`config.mk`:
```
export PLATFORM = sky130hd
export DESIGN_NAME = pio_n_in
export DESIGN_NICKNAME = d
export VERILOG_FILES = /design/src/rtl/pio_n_in.sv
export SDC_FILE = /design/constraint.sdc
export NUM_CORES = 1
export LEC_CHECK = 0
export BUFFER_PORTS_ARGS = -buffer_cell sky130_fd_sc_hd__buf_4
export CAP_MARGIN = 30
export CORE_ASPECT_RATIO = 1.1
export CORE_MARGIN = 5
export CORE_UTILIZATION = 47
export DETAILED_ROUTE_END_ITERATION = 12
export GPL_ROUTABILITY_DRIVEN = 0
export GPL_TIMING_DRIVEN = 0
export PLACE_DENSITY_LB_ADDON = 0.12
export RECOVER_POWER = 50
export SYNTH_ARGS = -nofsm -noshare
export SYNTH_HDL_FRONTEND = slang
export SYNTH_SLANG_ARGS = --single-unit
```
`constraint.sdc`:
```
create_clock -name clk -period 1.6 [get_ports clk]
set_input_delay 0.16 -clock clk [delete_from_list [all_inputs] [get_ports clk]]
set_output_delay 0.16 -clock clk [all_outputs]
set_load 0.02 [all_outputs]
```
`src/rtl/pio_n_in.sv`:
```
// Avalon-MM input PIO: synchronizes an external bus, latches per-bit edges
// in a write-1-to-clear capture register and raises a masked level interrupt.
module pio_n_in #(
  parameter int bus_width = 32,
  parameter int edge_type = 0
) (
  input  logic                 clk,
  input  logic                 reset_n,
  input  logic [1:0]           avs_s0_address,
  input  logic                 avs_s0_read,
  output logic [bus_width-1:0] avs_s0_readdata,
  input  logic                 avs_s0_write,
  input  logic [bus_width-1:0] avs_s0_writedata,
  input  logic [bus_width-1:0] pio_in,
  output logic                 irq
);

  logic [bus_width-1:0] sync1;
  logic [bus_width-1:0] sync2;
  logic [bus_width-1:0] prev;
  logic [bus_width-1:0] mask;
  logic [bus_width-1:0] capture;
  logic [1:0]           settle;
  logic [bus_width-1:0] det;
  logic [bus_width-1:0] clr;
  logic [bus_width-1:0] rd_sel;

  // Edge detection stays off until the zero-initialized chain has filled with real samples.
  always_comb begin
    det = '0;
    if (settle == 2'd3) begin
      case (edge_type)
        0:       det = sync2 & ~prev;
        1:       det = ~sync2 & prev;
        default: det = sync2 ^ prev;
      endcase
    end
  end

  always_comb begin
    clr = '0;
    if (avs_s0_write && (avs_s0_address == 2'd3)) begin
      clr = avs_s0_writedata;
    end
  end

  always_comb begin
    case (avs_s0_address)
      2'd0:    rd_sel = sync2;
      2'd2:    rd_sel = mask;
      2'd3:    rd_sel = capture;
      default: rd_sel = '0;
    endcase
  end

  always_ff @(posedge clk or negedge reset_n) begin
    if (!reset_n) begin
      sync1           <= '0;
      sync2           <= '0;
      prev            <= '0;
      mask            <= '0;
      capture         <= '0;
      settle          <= 2'd0;
      avs_s0_readdata <= '0;
    end else begin
      sync1 <= pio_in;
      sync2 <= sync1;
      prev  <= sync2;
      if (settle != 2'd3) begin
        settle <= settle + 2'd1;
      end
      // A new edge on a bit being cleared in the same cycle keeps the bit set.
      capture <= (capture & ~clr) | det;
      if (avs_s0_write && (avs_s0_address == 2'd2)) begin
        mask <= avs_s0_writedata;
      end
      if (avs_s0_read) begin
        avs_s0_readdata <= rd_sel;
      end
    end
  end

  assign irq = |(capture & mask);

endmodule

```
==> impl_metrics.env, run 1 <==
export IMPL_outcome="finished, violations left"
export IMPL_violations="negative setup slack"
export IMPL_post_synth_top_area_cell="dfrtp_1"
export IMPL_cts_made_buffers=17
export IMPL_grt_max_degree=111
export IMPL_crit_path_max_fanout=2
export IMPL_final_cell_mix="dfrtp_1, buf_4, dlygate4sd3_1"
export IMPL_rsz_0062_raised_after_global_routing="yes"
export IMPL_detailroute_via_count=4701
export IMPL_final_layout_size_suffix_gt1_frac=0.3154
export IMPL_vias_in_the_first_global_route=5102
export IMPL_port_buffers=99
export IMPL_path_depth=4
export IMPL_cp_cell_sequence="a22oi_2 -> nand4_1 -> or4_4 -> buf_6"
export IMPL_ioPinCount=103
export IMPL_area_taken_by_multi_input_logic_gates_sq_mm=0.001998
export IMPL_place_hpwl_mm=11.38
export IMPL_postRouteAntennaNets=0
export IMPL_fp_dieH_um=138.3
export IMPL_clockRootBuffer="clkbuf_16"
export IMPL_fmax_mhz=478.8
export IMPL_route_detailed_drc=0
export IMPL_cts_root_to_sink_buffers=2
export IMPL_detailedRoute_firstIterationViolations=243
export IMPL_synth_yosys_warnings=0
export IMPL_synth_cell_type_count=22
export IMPL_core_rowCount=47
export IMPL_insertedDiodeCount=0
export IMPL_timing_critical_path_max_delay_family="simple AND/OR/NAND/NOR gates"
export IMPL_synth_top_cells_by_area="dfrtp_1, mux2_2, a22oi_1"
export IMPL_worst_r2r_path_depth=4
export IMPL_clock_tree_from_tritoncts="yes"
export IMPL_detail_route_wl_per_cell_um=18.67
export IMPL_timing_final_hold_violations=0
export IMPL_track_usage=0.2045
export IMPL_worst_ep_arrival_time_ns=1.93
export IMPL_ys_seq_area_frac=0.6903
export IMPL_worstHoldPathType="input port to flop"
export IMPL_crit_reg2reg_capture="capture[28]"
export IMPL_clock_sink_count=194
export IMPL_drt_pass1_iterations=4
export IMPL_critical_path_required_ns=1.44
export IMPL_tightest_slew_ns=1.167
export IMPL_min_setup_slack_post_route_ns=-0.4886
export IMPL_min_period_ns=2.089
export IMPL_final_common_cell="dfrtp_1"
export IMPL_finalCritPeriodShare=1.305
export IMPL_synth_seq_cells=194
export IMPL_synthCells=506
export IMPL_syn_avg_cell_area_sq_um=13.90
export IMPL_crit_path_start="capture[2]"
export IMPL_synthDominantCellAreaShare=0.6903
export IMPL_area_growth_pct=33.57
export IMPL_report_power_total_mw=11.62
export IMPL_num_fill_cells=1155
export IMPL_grt_first_pass_wirelength_mm=27.65
export IMPL_design_core_area_sq_mm=0.01488
export IMPL_grt_antenna_before_repair=0
export IMPL_synth_cell_area_sq_mm=0.007033
export IMPL_insertion_delay_ns=0.43
export IMPL_regToRegSetupSlack_ns=0.20
export IMPL_max_cap_viol_count=0
export IMPL_path_buf_inv=1
export IMPL_power_density_mw_per_mm2=1237
export IMPL_area_sequential_sq_mm=0.004855
export IMPL_crit_type="flop to output pin"
export IMPL_initial_utilization=0.4727
export IMPL_final_max_slew_violation_count=0
export IMPL_placedCellCount=802
export IMPL_crit_reg2reg_launch="settle[0]"
export IMPL_ir_worst_vdd_mv=0.8142
export IMPL_critPathLaunchType="flop"
export IMPL_report_final_setup_viol=1
export IMPL_slew_margin_rel=0.2221
export IMPL_final_nets=765
export IMPL_route_detailed_vias_per_inst=5.206
export IMPL_worst_path_max_delay_cell="or4_4"
export IMPL_cp_endpoint="irq"
export IMPL_htree_num_levels=4
export IMPL_floorplan_die_area_sq_mm=0.01751
export IMPL_post_syn_nets=577
export IMPL_clkTransAtPathRegs_ns=0.07
export IMPL_drt_total_wl_mm=16.86
export IMPL_leakage_nw=4.149
export IMPL_overflow=0
export IMPL_floorplan_die_width_um=126.6
export IMPL_clock_skew_ns=0.006342
export IMPL_critical_path_max_stage_delay_ns=0.57
export IMPL_timing_critical_path_to_type="output pin"
export IMPL_fin_cells=903
## timing repair
item / in CTS / in global routing
hold endpoints to repair: 162 / 0
setup buffers: 3 / 1
resized for setup: 11 / 4
setup endpoints to repair: 4 / 18
hold buffers: 65 / 0
pin swaps: 5 / 2
## synthesized netlist by cell type, drive strengths merged
| cell | instances |
|---|---|
| clkbuf | 12 |
| and3 | 1 |
| xnor2 | 1 |
| nand3b | 1 |
| buf | 17 |
| nor2 | 33 |
| nand2 | 54 |
| inv | 10 |
| a21oi | 32 |
| a32o | 10 |
| mux2 | 65 |
| o2bb2ai | 22 |
| ha | 1 |
| a22oi | 48 |
| nand4 | 4 |
| dfrtp | 194 |
| or4 | 1 |
## layout make-up
| type | instances | area share |
|---|---|---|
| repair buffers | 169 | 0.1545 |
| multi-input cells | 273 | 0.2127 |
| inverters | 10 | 0.003996 |
| clock buffers | 18 | 0.04675 |
| well taps | 196 | 0.02611 |
| plain buffers | 29 | 0.02025 |
| clock inverters | 14 | 0.01891 |
| flip-flops and latches | 194 | 0.5168 |
## state kept, by name (all words and copies together), names as in the netlist
name / count
avs_s0_readdata: 32
capture: 32
mask: 32
prev: 32
settle: 2
sync1: 32
sync2: 32
## routing by layer
layer	share of wire	global-route usage	vias up	wire (um)
met4	0.020	0.07679	0	329
met3	0.039	0.04321	24	654
met2	0.51	0.3280	102	8519
met5	0	0	-	0
met1	0.44	0.2756	2404	7360
li1	-	-	2171	-
## logic make-up (layout without fill, tap and decap cells)
| group | count (synthesis) | after routing | synth area share |
|---|---|---|---|
| muxes | 65 | 65 | 0.1041 |
| xor gates and xnor gates | 1 | 1 | 0.001246 |
| AOI/OAI and AO/OA | 112 | 112 | 0.1156 |
| buffers and inverters | 39 | 240 | 0.03184 |
| adders and majority gates | 1 | 1 | 0.001779 |
| and+or+nand+nor | 94 | 94 | 0.05515 |
| DFF | 194 | 194 | 0.6903 |
## worst reg2reg max path, cell delays in order (launching register included)
cell and delay, ns:
dfrtp_1 0.39, ha_1 0.19, buf_2 0.16, clkbuf_2 0.26
a32o_1 0.29
## worst min path at each step
stage                                  from             endpoint  slack, ns  depth (start not counted)
final                     avs_s0_address[1]  avs_s0_readdata[30]       0.16                          3
after global routing           avs_s0_write              mask[0]       0.17                          3
after CTS                 avs_s0_address[1]  avs_s0_readdata[30]       0.15                          3
after detailed placement            reset_n              prev[7]       0.19                          1
after global placement           pio_in[26]            sync1[26]       0.27                          1
after floorplan                     reset_n   avs_s0_readdata[0]      -0.14                          0
## power by group
part	internal [mW]	switching [mW]	leakage (nW)
combinational	0.817	0.708	1.66
clock	2.52	1.88	0.290
sequential	5.36	0.330	2.20
total	8.70	2.92	4.15
## per-stage QoR
stage | TNS (ns) | worst slack [ns] | util | hold slack [ns] | instance area, sq um
2_1_floorplan | 0 | 0.1761 | - | -0.1356 | 7033
3_3_place_gp | -154.18 | -0.8059 | 0.5391 | 0.2691 | 8021
3_5_place_dp | -0.2655 | -0.2387 | 0.5415 | 0.1926 | 8056
4_1_cts | -0.4900 | -0.4900 | 0.6315 | 0.1534 | 9395
5_1_grt | -33.05 | -0.5542 | 0.6314 | 0.1713 | 9394
6_report | -0.4886 | -0.4886 | 0.6314 | 0.1644 | 9394
No activity file was read; power rests on OpenSTA's default activity.
==> run 2, diff against run 1 <==
--- a/config.mk
+++ b/config.mk
@@ -15,2 +15,3 @@
 export GPL_TIMING_DRIVEN = 0
+export HOLD_SLACK_MARGIN = 0.08
 export PLACE_DENSITY_LB_ADDON = 0.12
==> constraint.sdc (replaced) <==
create_clock -name clk -period 1.6 [get_ports clk]
set_input_delay 0 -clock clk [delete_from_list [all_inputs] [get_ports clk]]
set_output_delay 0 -clock clk [all_outputs]
set_load 0.02 [all_outputs]
==> impl_metrics.env, run 2 (synthesized netlist as in run 1, its figures left out) <==
export IMPL_design_core_area_sq_mm=0.01488
export IMPL_outcome="finished, violations left"
export IMPL_num_fill_cells=1178
export IMPL_path_buf_inv=1
export IMPL_timing_final_hold_violations=0
export IMPL_initial_utilization=0.4727
export IMPL_slew_margin_rel=0.2245
export IMPL_crit_reg2reg_launch="settle[0]"
export IMPL_final_cell_mix="dfrtp_1, dlygate4sd3_1, mux2_2"
export IMPL_clock_sink_count=194
export IMPL_drt_total_wl_mm=17.04
export IMPL_clockRootBuffer="clkbuf_16"
export IMPL_dpl_worst_slack_ns=-0.07872
export IMPL_detail_route_wl_per_cell_um=18.76
export IMPL_worst_path_max_delay_cell="or4_4"
export IMPL_tightest_slew_ns=1.163
export IMPL_final_cell_area_sq_mm=0.009335
export IMPL_critical_path_max_stage_delay_ns=0.58
export IMPL_critical_path_required_ns=1.60
export IMPL_rsz_0062_raised_after_global_routing="yes"
export IMPL_cts_made_buffers=17
export IMPL_timing_hold_worst_path_depth=4
export IMPL_clock_tree_from_tritoncts="yes"
export IMPL_floorplan_die_area_sq_mm=0.01751
export IMPL_worst_ep_arrival_time_ns=1.94
export IMPL_min_setup_slack_post_route_ns=-0.3384
export IMPL_timing_critical_path_to_type="output pin"
export IMPL_ioPinCount=103
export IMPL_fin_setup_tns_ns=-0.3384
export IMPL_power_density_mw_per_mm2=1238
export IMPL_insertedDiodeCount=0
export IMPL_track_usage=0.2051
export IMPL_final_nets=770
export IMPL_route_detailed_drc=0
export IMPL_floorplan_die_width_um=126.6
export IMPL_place_hpwl_mm=11.38
export IMPL_worstHoldPathType="input port to flop"
export IMPL_crit_type="flop to output pin"
export IMPL_timing_critical_path_max_delay_family="simple AND/OR/NAND/NOR gates"
export IMPL_cp_cell_sequence="a22oi_2 -> nand4_1 -> or4_4 -> buf_6"
export IMPL_cp_endpoint="irq"
export IMPL_crit_path_start="capture[2]"
export IMPL_final_max_slew_violation_count=0
export IMPL_core_rowCount=47
export IMPL_drt_pass1_iterations=4
export IMPL_worst_hold_slack_ns=0.1754
export IMPL_clkTransAtPathRegs_ns=0.07
export IMPL_postLayoutCoreUtil=0.6274
export IMPL_instance_area_after_placement_sq_mm=0.008056
export IMPL_postRouteAntennaNets=0
export IMPL_area_growth_pct=32.73
export IMPL_final_common_cell="dfrtp_1"
export IMPL_ir_worst_vdd_mv=0.8204
export IMPL_placedCellCount=802
export IMPL_regToRegSetupSlack_ns=0.18
export IMPL_violations="negative setup slack"
export IMPL_fmax_mhz=515.9
export IMPL_worst_r2r_path_depth=4
export IMPL_port_buffers=99
export IMPL_cts_root_to_sink_buffers=2
export IMPL_clock_skew_ns=0.009542
export IMPL_insertion_delay_ns=0.43
export IMPL_crit_path_max_fanout=2
export IMPL_path_depth=4
export IMPL_overflow=0
export IMPL_grt_first_pass_wirelength_mm=27.74
export IMPL_vias_in_the_first_global_route=5107
export IMPL_fp_dieH_um=138.3
export IMPL_leakage_nw=4.066
export IMPL_report_power_total_mw=11.56
export IMPL_report_final_setup_viol=1
export IMPL_fin_cells=908
export IMPL_route_detailed_vias_per_inst=5.219
export IMPL_finalCritPeriodShare=1.212
export IMPL_min_period_ns=1.938
export IMPL_detailedRoute_firstIterationViolations=304
export IMPL_max_cap_viol_count=0
export IMPL_grt_max_degree=111
export IMPL_critPathLaunchType="flop"
export IMPL_crit_reg2reg_capture="capture[21]"
export IMPL_detailroute_via_count=4739
export IMPL_final_layout_size_suffix_gt1_frac=0.2725
export IMPL_htree_num_levels=4
export IMPL_grt_antenna_before_repair=0
-- run 2: cell types whose count changed in the layout (fill, tap and decap cells not counted) --
cell,delta
clkbuf_1,+29
buf_4,-29
dlygate4sd3_1,+5
-- run 2: how the worst min path moves through the flow --
stage | end | from | slack (ns)
4_1_cts | mask[2] | avs_s0_write | 0.17
6_report | mask[2] | avs_s0_write | 0.18
3_5_place_dp | prev[7] | reset_n | 0.03
5_1_grt | mask[5] | avs_s0_write | 0.19
2_1_floorplan | avs_s0_readdata[0] | reset_n | -0.30
3_3_place_gp | sync1[26] | pio_in[26] | 0.11
-- run 2: layout make-up --
cell class	count	area [sq um]	share of cell area
sequential	194	4855	0.5200
multi-input combinational	273	1998	0.2140
timing repair buffer	174	1393	0.1492
clock buffer	18	439.2	0.04704
tap	196	245.2	0.02627
buffer	29	190.2	0.02037
clock inverter	14	177.7	0.01903
inverter	10	37.54	0.004021
-- run 2: repair_timing --
action | in CTS | in global routing
hold buffers | 70 | 0
gates resized for setup | 11 | 4
buffers inserted | 3 | 1
endpoints found under the hold margin | 185 | 0
setup endpoints to repair | 4 | 18
pin swaps | 5 | 2
-- run 2: report_power, final --
| part | internal, mW | total, mW | switching [mW] |
|---|---|---|---|
| Clock | 2.52 | 4.41 | 1.88 |
| Combinational | 0.752 | 1.47 | 0.715 |
| Sequential | 5.36 | 5.69 | 0.329 |
| Total | 8.63 | 11.6 | 2.93 |
-- run 2: metal layers --
metal | track usage | share of wire | vias to the layer above
met4 | 0.07058 | 0.017 | 0
met2 | 0.3325 | 0.51 | 109
met5 | 0 | 0 | -
li1 | - | - | 2177
met3 | 0.04282 | 0.039 | 23
met1 | 0.2764 | 0.44 | 2430
-- run 2: worst reg2reg max path, cell delays in order, from the launching register on --
cell,delay [ns]
dfrtp_1,0.39
ha_1,0.19
buf_2,0.17
clkbuf_2,0.27
a32o_1,0.29
